`config.mk`:
```
export PLATFORM = sky130hd
export DESIGN_NAME = seg_scan_mux
export DESIGN_NICKNAME = d
export VERILOG_FILES = /design/src/rtl/seg_pkg.sv /design/src/rtl/seg_decode.sv /design/src/rtl/seg_scan_mux.sv
export SDC_FILE = /design/constraint.sdc
export NUM_CORES = 1
export LEC_CHECK = 0
export ABC_AREA = 1
export ABC_CLOCK_PERIOD_IN_PS = 3000
export CELL_PAD_IN_SITES_DETAIL_PLACEMENT = 0
export CELL_PAD_IN_SITES_GLOBAL_PLACEMENT = 2
export CORE_UTILIZATION = 26
export CTS_BUF_LIST = sky130_fd_sc_hd__clkbuf_2 sky130_fd_sc_hd__clkbuf_4 sky130_fd_sc_hd__clkbuf_8
export DETAILED_ROUTE_END_ITERATION = 16
export PLACE_DENSITY = 0.78
export SETUP_SLACK_MARGIN = 0.2
export SLEW_MARGIN = 20
export SYNTH_ARGS = -nofsm -noshare
export SYNTH_HDL_FRONTEND = slang
export SYNTH_SLANG_ARGS = --single-unit
```
`constraint.sdc`:
```
create_clock -name clk -period 3 [get_ports clk]
set_input_delay 0.6 -clock clk [delete_from_list [all_inputs] [get_ports clk]]
set_output_delay 0.6 -clock clk [all_outputs]
set_load 0.02 [all_outputs]
```
`src/rtl/seg_pkg.sv`:
```
// Shared constants for the four-digit seven-segment scanner.
// Segment patterns are active-low, bit 6 = a ... bit 0 = g.
package seg_pkg;

  localparam int NUM_DIGITS = 4;
  localparam int DIGIT_W    = 4;

  localparam logic [6:0] SEG_0   = 7'b0000001;
  localparam logic [6:0] SEG_1   = 7'b1001111;
  localparam logic [6:0] SEG_2   = 7'b0010010;
  localparam logic [6:0] SEG_3   = 7'b0000110;
  localparam logic [6:0] SEG_4   = 7'b1001100;
  localparam logic [6:0] SEG_5   = 7'b0100100;
  localparam logic [6:0] SEG_6   = 7'b0100000;
  localparam logic [6:0] SEG_7   = 7'b0001111;
  localparam logic [6:0] SEG_8   = 7'b0000000;
  localparam logic [6:0] SEG_9   = 7'b0000100;
  localparam logic [6:0] SEG_OFF = 7'b1111111;

  localparam logic [NUM_DIGITS-1:0] AN_OFF = '1;

endpackage

```
`src/rtl/seg_decode.sv`:
```
// Combinational BCD to active-low seven-segment decoder.
// Non-decimal codes (10..15) render as a dark digit.
module seg_decode
  import seg_pkg::*;
(
  input  logic [DIGIT_W-1:0] bcd,
  output logic [6:0]         seg
);

  always_comb begin
    seg = SEG_OFF;
    case (bcd)
      4'd0:    seg = SEG_0;
      4'd1:    seg = SEG_1;
      4'd2:    seg = SEG_2;
      4'd3:    seg = SEG_3;
      4'd4:    seg = SEG_4;
      4'd5:    seg = SEG_5;
      4'd6:    seg = SEG_6;
      4'd7:    seg = SEG_7;
      4'd8:    seg = SEG_8;
      4'd9:    seg = SEG_9;
      default: seg = SEG_OFF;
    endcase
  end

endmodule

```
`src/rtl/seg_scan_mux.sv`:
```
// Time-multiplexed four-digit seven-segment driver with a one-deep pending
// buffer swapped in at frame boundaries. Optional macro: LEADING_ZERO_BLANK_EN.
module seg_scan_mux
  import seg_pkg::*;
#(
  parameter int REFRESH_DIV = 100000
) (
  input  logic        clk,
  input  logic        rst_n,
  input  logic [15:0] digits_in,
  input  logic [3:0]  dp_in,
  input  logic        load_valid,
  output logic        load_ready,
  input  logic        blank,
  output logic [3:0]  an,
  output logic [6:0]  seg,
  output logic        dp
);

  localparam int PW = (REFRESH_DIV > 2) ? $clog2(REFRESH_DIV) : 1;
  localparam logic [PW-1:0] PRESC_LAST = PW'(REFRESH_DIV - 1);

  logic [PW-1:0]  presc_q, presc_d;
  logic [1:0]     idx_q, idx_d;
  logic [15:0]    disp_digits_q, disp_digits_d;
  logic [3:0]     disp_dp_q, disp_dp_d;
  logic [15:0]    pend_digits_q, pend_digits_d;
  logic [3:0]     pend_dp_q, pend_dp_d;
  logic           pend_full_q, pend_full_d;
  logic [3:0]     an_q, an_d;
  logic [6:0]     seg_q, seg_d;
  logic           dp_q, dp_d;

  logic           tick;
  logic           frame_wrap;
  logic           capture;
  logic [3:0]     sel_digit;
  logic [6:0]     dec_seg;
  logic [3:0]     lz_mask;

  assign tick       = (presc_q == PRESC_LAST);
  assign frame_wrap = tick && (idx_q == 2'd3);
  assign load_ready = ~pend_full_q;
  assign capture    = load_valid && ~pend_full_q;
  assign sel_digit  = disp_digits_q[{idx_q, 2'b00} +: DIGIT_W];

  seg_decode u_seg_decode (
    .bcd (sel_digit),
    .seg (dec_seg)
  );

`ifdef LEADING_ZERO_BLANK_EN
  // A digit is a leading zero when it and every digit to its left are zero.
  logic [3:0] digit_zero;
  for (genvar gi = 0; gi < NUM_DIGITS; gi++) begin : g_zero
    assign digit_zero[gi] = (disp_digits_q[gi*DIGIT_W +: DIGIT_W] == 4'd0);
  end
  assign lz_mask[3] = digit_zero[3];
  for (genvar gi = 1; gi < NUM_DIGITS - 1; gi++) begin : g_lz
    assign lz_mask[gi] = digit_zero[gi] && lz_mask[gi+1];
  end
  assign lz_mask[0] = 1'b0;
`else
  assign lz_mask = 4'b0000;
`endif

  always_comb begin
    presc_d       = tick ? '0 : presc_q + PW'(1);
    idx_d         = tick ? idx_q + 2'd1 : idx_q;
    disp_digits_d = disp_digits_q;
    disp_dp_d     = disp_dp_q;
    pend_digits_d = pend_digits_q;
    pend_dp_d     = pend_dp_q;
    pend_full_d   = pend_full_q;

    // Capture is only possible while pending is empty, so it never
    // collides with a pending-to-display transfer on the same edge.
    if (frame_wrap && pend_full_q) begin
      disp_digits_d = pend_digits_q;
      disp_dp_d     = pend_dp_q;
      pend_full_d   = 1'b0;
    end
    if (capture) begin
      pend_digits_d = digits_in;
      pend_dp_d     = dp_in;
      pend_full_d   = 1'b1;
    end

    an_d  = ~(4'b0001 << idx_q);
    seg_d = lz_mask[idx_q] ? SEG_OFF : dec_seg;
    dp_d  = ~disp_dp_q[idx_q];
    if (blank) begin
      an_d  = AN_OFF;
      seg_d = SEG_OFF;
      dp_d  = 1'b1;
    end
  end

  always_ff @(posedge clk) begin
    if (!rst_n) begin
      presc_q       <= '0;
      idx_q         <= 2'd0;
      disp_digits_q <= 16'h0000;
      disp_dp_q     <= 4'b0000;
      pend_digits_q <= 16'h0000;
      pend_dp_q     <= 4'b0000;
      pend_full_q   <= 1'b0;
      an_q          <= AN_OFF;
      seg_q         <= SEG_OFF;
      dp_q          <= 1'b1;
    end else begin
      presc_q       <= presc_d;
      idx_q         <= idx_d;
      disp_digits_q <= disp_digits_d;
      disp_dp_q     <= disp_dp_d;
      pend_digits_q <= pend_digits_d;
      pend_dp_q     <= pend_dp_d;
      pend_full_q   <= pend_full_d;
      an_q          <= an_d;
      seg_q         <= seg_d;
      dp_q          <= dp_d;
    end
  end

  assign an  = an_q;
  assign seg = seg_q;
  assign dp  = dp_q;

endmodule

```
### Word-level counts from Yosys, hierarchy flattened

Memories as Yosys holds them, arrays and structs flattened. A register that Yosys moved wholly into a read port is not among the register bits.
Index checks and enable logic that the tools add are counted.

| operators by class | value |
|---|---|
| reduce and logical (&&, ||, !) cells | 7 |
| equality and inequality tests | 2 |
| add/sub/neg operators | 2 |
| mux-type cells | 6 |
| bitwise operators | 4 |
| order comparisons | 1 |
| shift operators | 2 |

Operators by type and width:

| kind | count |
|---|---|
| adder 17 x 1 -> 17 bit, second input constant | 1 |
| == test 17 bit, second input constant | 1 |
| indexed part select 16 x 5 -> 4 bit | 1 |
| binary-select mux 1 bit (select 2 bit) | 2 |
| two-way mux 1 bit | 4 |
| NOT 4 bit | 1 |
| OR reduction 2 bit | 2 |
| << shifter 1 x 2 -> 4 bit, first input constant | 1 |
| logical AND 1 bit | 3 |
| less-than comparator 2 x 3 -> 1 bit, second input constant | 1 |
| NOT 1 bit | 3 |
| OR reduction 3 bit | 1 |
| adder 2 x 1 -> 2 bit, second input constant | 1 |
| == test 2 bit, second input constant | 1 |
| nonzero test 2 bit | 1 |

| storage, ports and cells | value |
|---|---|
| word-level logic and storage cells | 34 |
| bits in read-only memories | 112 |
| memories kept | 1 |
| bits in registers | 65 |

Memory list:

| name | words | width | read ports | clocked after Yosys merged registers in | write ports | line | RTL |
|---|---|---|---|---|---|---|---|
| (no name shown) | 16 | 7 | 1 | 1 | 0 | seg_decode.sv:12 | `case (bcd)` |

### Depth between registers and ports, before layout

Gate-level depths: netlist of the first run.

| depth | value |
|---|---|
| depth in word-level cells | 5 |
| mapped depth | 11 |

### Hierarchy

From an unflattened synthesis of the first run, not the netlist that was laid out.

| unflattened totals | value |
|---|---|
| cells, all modules | 463 |
| area, all modules | 3188.1 µm² |

By module, submodules not included:

| module | times used | seq. area each (µm²) | cells each | area each (µm²) |
|---|---|---|---|---|
| seg_scan_mux | 1 | 1441.4 | 428 | 3000.4 |
| seg_decode | 1 | 0.0 | 35 | 187.7 |

### Worst setup path after synthesis of the first run

Ideal clock, no wire load.

| timing path | value |
|---|---|
| path kind | reg2reg |
| start point | register idx_q[0] |
| end point | register seg_q[1] (netlist: seg[1]) |
| path buffers | 2 |
| arrival time | 1.581 ns |
| library setup time | 0.120 ns |
| period minus slack after synthesis | 1.701 ns |
| slack | 1.299 ns |
| data required time | 2.880 ns |
| stages on the path, launching flop included | 12 |
| cell sequence | dfxtp_1 -> buf_2 -> buf_2 -> a21oi_1 -> o21ai_0 -> nand2_1 -> inv_1 -> ha_1 -> o21ai_0 -> inv_1 -> nand2_1 -> nand2_1 |

| between the ends | value |
|---|---|
| longest elaborated chain between the ends | 3 |
| elaborated cells between the ends (all ways) | 4 |
| those cells by class | shift: 1; mux: 2; reduce/logical: 1 |

Ends and longest elaborated chain:

| element | line | RTL |
|---|---|---|
| start, declared | seg_scan_mux.sv:24 | `logic [1:0] idx_q, idx_d;` |
| start signal, assigned | seg_scan_mux.sv:113 | `idx_q <= idx_d;` |
| branches (longest 3 deep; another with indexed part select 16 x 5 -> 4 bit) | - |  |
| end, declared | seg_scan_mux.sv:31 | `logic [6:0] seg_q, seg_d;` |

Parallel ways; which one is timed is not known. The select of a mux whose other input is x is not followed.
A chain may end at the register's enable or synchronous reset.

### Worst setup path in the final report of the first run

Same ends and word-level chain as after synthesis.

==> results of run 1 <==
how the worst max path moves through the flow:
| stage | start | endpoint | depth (start not counted) |
|---|---|---|---|
| floorplan | idx_q[0] | seg[1] | 11 |
| global placement | idx_q[0] | seg[1] | 10 |
| detailed placement | load_valid | pend_dp_q[1] | 7 |
| CTS | idx_q[0] | seg[1] | 8 |
| global route | idx_q[0] | seg[1] | 8 |
| finish | idx_q[0] | seg[1] | 8 |
worst max-delay path, delay by kind of cell (launching register included):
| kind | cells | cell delay, ps |
|---|---|---|
| AOI/OAI and AO/OA | 2 | 490 |
| adders and majority gates | 1 | 200 |
| and+or+nand+nor | 3 | 390 |
| buffers and inverters | 2 | 180 |
| DFF | 1 | 760 |
sequential cells by signal, indices dropped and copies added, names as in the netlist:
name           cells
idx_q              2
pend_full_q        1
pend_digits_q     16
seg                7
pend_dp_q          4
disp_digits_q     16
an                 4
dp                 1
disp_dp_q          4
presc_q           17
placed cells by master (no fill, tap or decap), drive strengths merged:
cell           instances
nand4                  4
nand3                 20
o21ai                 30
clkdlybuf4s50         36
xnor2                  2
and3                   1
a21boi                 1
or2                    2
ha                    11
nand2                106
nor2                 114
o211ai                 1
inv                   51
nor3                   5
dfxtp                 72
buf                    3
clkbuf                13
xor2                   5
a21oi                 10
through the flow:
step                      utilization (%)  hold slack, ps  std cells
final                                32.8             473        630
after global routing                 32.8             489        630
after global placement               31.3             447        617
after floorplan                         -             430        451
after detailed placement             31.3             461        617
after CTS                            32.8             478        630
cell usage after synthesis:
| library cell | count |
|---|---|
| buf_4 | 1 |
| o21ai_1 | 1 |
| dfxtp_1 | 72 |
| o21ai_0 | 29 |
| buf_2 | 7 |
| a21boi_2 | 1 |
| o211ai_1 | 1 |
| inv_1 | 50 |
| a21oi_1 | 10 |
| nand4_1 | 4 |
| nor3_1 | 4 |
| xnor2_1 | 2 |
| nor3_4 | 1 |
| xor2_1 | 5 |
| or2_0 | 1 |
| buf_6 | 2 |
| nor2_1 | 114 |
| and3_1 | 1 |
| nand2_1 | 105 |
| clkbuf_1 | 6 |
| nand3_2 | 2 |
| ha_1 | 11 |
| inv_2 | 1 |
| or2_2 | 1 |
| nand3_1 | 18 |
| nand2_2 | 1 |
per-layer routing:
layer | part of all wire, % | GRT usage (%) | wire length (um) | vias up
met4 | 1.8 | 7.47 | 129 | 0
met2 | 38 | 15.8 | 2670 | 54
met1 | 56 | 16.9 | 3900 | 1120
met5 | 0 | 0 | 0 | -
li1 | - | - | - | 1444
met3 | 4.2 | 3.46 | 294 | 8
kinds of logic after synthesis:
logic type	after synthesis	synth area share (%)
and+or+nand+nor	252	32.3
buffers and inverters	67	8.84
DFF	72	45.7
AOI/OAI and AO/OA	42	6.94
xor gates and xnor gates	7	1.94
adders and majority gates	11	4.36
cell type report:
| cell class | count | area [sq um] |
|---|---|---|
| Tap cell | 143 | 179 |
| Multi-Input combinational cell | 312 | 1440 |
| Timing Repair Buffer | 39 | 383 |
| Inverter | 51 | 191 |
| Sequential cell | 72 | 1440 |
| Fill cell | 1290 | 7800 |
| Clock buffer | 13 | 179 |
power by group:
part           total, mW  internal, mW  leakage (nW)  switching (mW)
registers           1.00         0.986         0.588          0.0166
logic              0.112        0.0547          1.06          0.0571
clock network      0.724         0.377        0.0935           0.347
total               1.84          1.42          1.74           0.421
==> impl_metrics.env, run 1 <==
export IMPL_place_hpwl_um=4710
export IMPL_post_place_ws_ps=877
export IMPL_worst_skew_pair_late_latency_ps=360
export IMPL_post_cts_resized=0
export IMPL_die_w_um=112
export IMPL_core_area_sq_um=11600
export IMPL_hold_depth=1
export IMPL_min_period_over_period_pct=71.1
export IMPL_syn_inst=451
export IMPL_start_util_pct=27.2
export IMPL_max_slew_margin_pct=55.0
export IMPL_nets=520
export IMPL_wl_per_cell_um=11.1
export IMPL_syn_nets=486
export IMPL_cp_slowest_cell="dfxtp_1"
export IMPL_syn_avg_cell_area_sq_um=7.00
export IMPL_crit_path_start_kind="flop"
export IMPL_total_power_mw=1.84
export IMPL_vdd_drop_max_uv=244
export IMPL_antenna_left=0
export IMPL_vias_per_cell=4.17
export IMPL_drtPass1Iterations=10
export IMPL_rows=39
export IMPL_slew_viol_final=0
export IMPL_layout_drive_gt1_share_pct=4.72
export IMPL_synth_top_area_share_pct=45.7
export IMPL_holdPathEnd="presc_q[0]"
export IMPL_yosys_warnings=0
export IMPL_period_needed_ps=2130
export IMPL_finalClockSkew_ps=9.08
export IMPL_postCtsSetupBuffers=0
export IMPL_grtUsageTotal_pct=12.0
export IMPL_dr_first_iter_drc_count=157
export IMPL_cpMostUsedCell="nand2_1"
export IMPL_yosysSeqAreaShare_pct=45.7
export IMPL_grt_first_pass_wirelength_um=11500
export IMPL_violations="design-rule violations"
export IMPL_place_area_sq_um=3630
export IMPL_num_io_pins=37
export IMPL_powerDensity_nw_per_um2=483
export IMPL_synthTopCellsByArea="dfxtp_1, nor2_1, nand2_1"
export IMPL_stdcell_area_sq_um=3810
export IMPL_tightest_slew_ps=673
export IMPL_n_antenna_cell=0
export IMPL_io_buffers=36
export IMPL_hold_viol_final=0
export IMPL_synth_distinct_cells=26
export IMPL_htree_levels=3
export IMPL_max_cap_violations=0
export IMPL_vias=2626
export IMPL_path_max_fanout=21
export IMPL_status="complete, but fails checks"
export IMPL_cts_hold_buf=0
export IMPL_die_area_sq_um=12600
export IMPL_cts_tree="built"
export IMPL_yosysTopAreaCell="dfxtp_1"
export IMPL_cp_cell_sequence="o21ai_0 > nand2_1 > inv_1 > ha_1 > o21ai_0 > inv_1 > nand2_1 > nand2_1"
export IMPL_setup_violations=0
export IMPL_grt_overflow=0
export IMPL_r2r_worst_path_cells=8
export IMPL_r2r_end="seg[1]"
export IMPL_gp_congestion=0.771
export IMPL_drcViolationCount=3
export IMPL_worstPathRequired_ps=3240
export IMPL_syn_area_sq_um=3160
export IMPL_antenna_found_initial=0
export IMPL_r2r_slack_ps=870
export IMPL_cts_max_path_buffers=2
export IMPL_critPathKind="flop to flop"
export IMPL_max_freq_mhz=469
export IMPL_cp_slowest_stage_delay_ps=760
export IMPL_worstSetupEndpointType="flop"
export IMPL_r2r_start="idx_q[0]"
export IMPL_synth_ff_latch_count=72
export IMPL_rsz0062_at_grt="false"
export IMPL_cp_arrival_ps=2370
export IMPL_clock_root_buffer="clkbuf_8"
export IMPL_path_clk_slew_ps=70
export IMPL_die_y_um=112
export IMPL_cts_sinks=72
export IMPL_syn_to_final_growth_pct=20.7
export IMPL_finalWirelength_um=6990
export IMPL_hp_class="flop to flop"
export IMPL_finalWorstSetupSlack_ps=867
export IMPL_p_leak_nw=1.74
export IMPL_hold_start="presc_q[0]"
export IMPL_first_global_vias=2340
export IMPL_tns_ps=0
export IMPL_cts_buffers=9
export IMPL_grt_max_degree=45
Power figures use the tool's default switching activity.
==> run 2: changes to the inputs <==
- ABC_CLOCK_PERIOD_IN_PS: 3000 -> 1700
- PLACE_DENSITY: 0.78 -> 0.8
- clock period: 3 -> 1.7 ns (I/O delays scaled with it)
==> run 2 against run 1 <==
Net effect:
- the flow still finishes with violations (design-rule violations)
- combinational power grew 95%
- wire length grew 7.4%
- global-route usage grew 0.69 points
- critical endpoint is now disp_dp_q[3]
- power grew 85%
- largest cell class is now multi-input combinational cells
- cell count grew 5.9%
- largest power group unchanged
- cell area grew 14%
- maximum frequency grew 46%
- first-iteration DRC count shrank 22%
- die area is the same
- utilization grew 4.7 points
- via count grew 5.9%
- sequential cell count is the same
==> impl_metrics.env, run 2 (synthesis results as in run 1) <==
export IMPL_p_leak_nw=1.95
export IMPL_core_area_sq_um=11600
export IMPL_clkPwrFrac_pct=41.8
export IMPL_hold_depth=2
export IMPL_max_freq_mhz=686
export IMPL_grt_overflow=0
export IMPL_clock_root_buffer="clkbuf_8"
export IMPL_crit_path_start_kind="flop"
export IMPL_antenna_found_initial=0
export IMPL_drcViolationCount=3
export IMPL_num_io_pins=37
export IMPL_cp_arrival_ps=1720
export IMPL_path_clk_slew_ps=70
export IMPL_cts_buffers=9
export IMPL_antenna_left=0
export IMPL_min_period_over_period_pct=85.7
export IMPL_p_comb_share_pct=6.4
export IMPL_dr_first_iter_drc_count=122
export IMPL_critPathKind="flop to flop"
export IMPL_io_buffers=36
export IMPL_hold_viol_final=0
export IMPL_wl_per_cell_um=11.3
export IMPL_intPower_mw=2.62
export IMPL_mostFrequentLayoutCells="nor2_1, nand2_1, dfxtp_1"
export IMPL_regMostFlops="presc_q"
export IMPL_place_hpwl_um=4810
export IMPL_path_max_fanout=20
export IMPL_p_seq_share_pct=51.8
export IMPL_rsz0062_at_grt="true"
export IMPL_syn_to_final_growth_pct=38.0
export IMPL_n_antenna_cell=0
export IMPL_first_global_vias=2675
export IMPL_setup_violations=0
export IMPL_htree_levels=3
export IMPL_max_cap_violations=0
export IMPL_powerDensity_nw_per_um2=782
export IMPL_hp_class="flop to flop"
export IMPL_finalClockSkew_ps=14.3
export IMPL_worstPathRequired_ps=1960
export IMPL_die_w_um=112
export IMPL_period_needed_ps=1460
export IMPL_layout_drive_gt1_share_pct=19.3
export IMPL_largest_register_ffs=17
export IMPL_reg_top3="presc_q (17), disp_digits_q (16), pend_digits_q (16)"
export IMPL_vias_per_cell=4.17
export IMPL_total_power_mw=3.41
export IMPL_grt_first_pass_wirelength_um=12500
export IMPL_tns_ps=0
export IMPL_vias=2782
export IMPL_swShare_pct=23.1
export IMPL_final_util_pct=37.5
export IMPL_r2r_slack_ps=240
export IMPL_worstSetupEndpointType="flop"
export IMPL_nets=554
export IMPL_final_common_cell="nor2_1"
export IMPL_p_switching_mw=0.788
export IMPL_cts_max_path_buffers=2
export IMPL_start_util_pct=27.2
export IMPL_grtUsageTotal_pct=12.7
export IMPL_tightest_slew_ps=613
export IMPL_max_slew_margin_pct=59.1
export IMPL_post_place_ws_ps=6.70
export IMPL_worst_skew_pair_late_latency_ps=370
export IMPL_finalWorstSetupSlack_ps=243
export IMPL_violations="design-rule violations"
export IMPL_holdPathEnd="disp_dp_q[2]"
export IMPL_r2r_worst_path_cells=8
export IMPL_slew_viol_final=0
export IMPL_finalWirelength_um=7510
export IMPL_die_area_sq_um=12600
export IMPL_cts_tree="built"
export IMPL_drtPass1Iterations=10
export IMPL_die_y_um=112
export IMPL_r2r_start="idx_q[0]"
export IMPL_status="complete, but fails checks"
export IMPL_cts_hold_buf=0
export IMPL_cts_sinks=72
export IMPL_vdd_drop_max_uv=398
export IMPL_grt_max_degree=42
export IMPL_rows=39
export IMPL_hold_start="pend_dp_q[2]"
export IMPL_gp_congestion=0.748
export IMPL_r2r_end="disp_dp_q[3]"
==> run 2: what timing repair did <==
item	in CTS	in global routing
setup buffers	8	10
gates cloned	0	3
setup endpoints to repair	58	45
gates resized for setup	30	46
pin swaps	4	14
==> run 2: worst max path at each step <==
stage / from / to / slack [ps] / depth (start not counted)
CTS: pend_full_q / load_ready / 180 / 2
floorplan: idx_q[0] / seg[1] / 210 / 11
global route: idx_q[0] / seg[4] / 150 / 9
global placement: rst_n / seg[0] / 20 / 5
finish: idx_q[0] / disp_dp_q[3] / 240 / 8
detailed placement: rst_n / seg[0] / 7 / 5
==> run 2: power groups by stage <==
stage | Clock, mW | Sequential [mW] | Combinational, mW
detailed placement | 0 | 1.80 | 0.211
finish | 1.42 | 1.77 | 0.218
floorplan | 0 | 1.81 | 0.0933
global route | 1.55 | 1.77 | 0.246
global placement | 0 | 1.80 | 0.210
CTS | 1.49 | 1.77 | 0.217
==> run 2: critical path, stage by stage, from the launching register on <==
cell       delay [ps]
dfxtp_4           400
buf_4             130
ha_2              160
nand2_1            70
inv_2              70
nand3_4           140
clkbuf_16         230
nor2_1            110
nor2_1             50
==> run 2: cell type report <==
cell class | count | area, sq um
repair buffers | 73 | 704
flip-flops and latches | 72 | 1460
well taps | 143 | 179
multi-input cells | 312 | 1600
clock inverters | 4 | 52.6
clock buffers | 12 | 159
fillers | 1278 | 7260
inverters | 51 | 196
==> run 2: stage by stage <==
step	hold slack (ps)	std cells	cell area, sq um
5_1_grt	514	667	4360
2_1_floorplan	430	451	3180
3_5_place_dp	463	630	3750
3_3_place_gp	465	630	3750
6_report	484	667	4360
4_1_cts	485	654	4090
==> run 2: layer usage <==
| metal | track usage (%) | vias to the layer above | share of wire [%] |
|---|---|---|---|
| met5 | 0 | - | 0 |
| met4 | 4.80 | 0 | 1.5 |
| met1 | 16.6 | 1216 | 53 |
| met3 | 5.08 | 9 | 4.1 |
| met2 | 18.6 | 39 | 41 |
| li1 | - | 1518 | - |
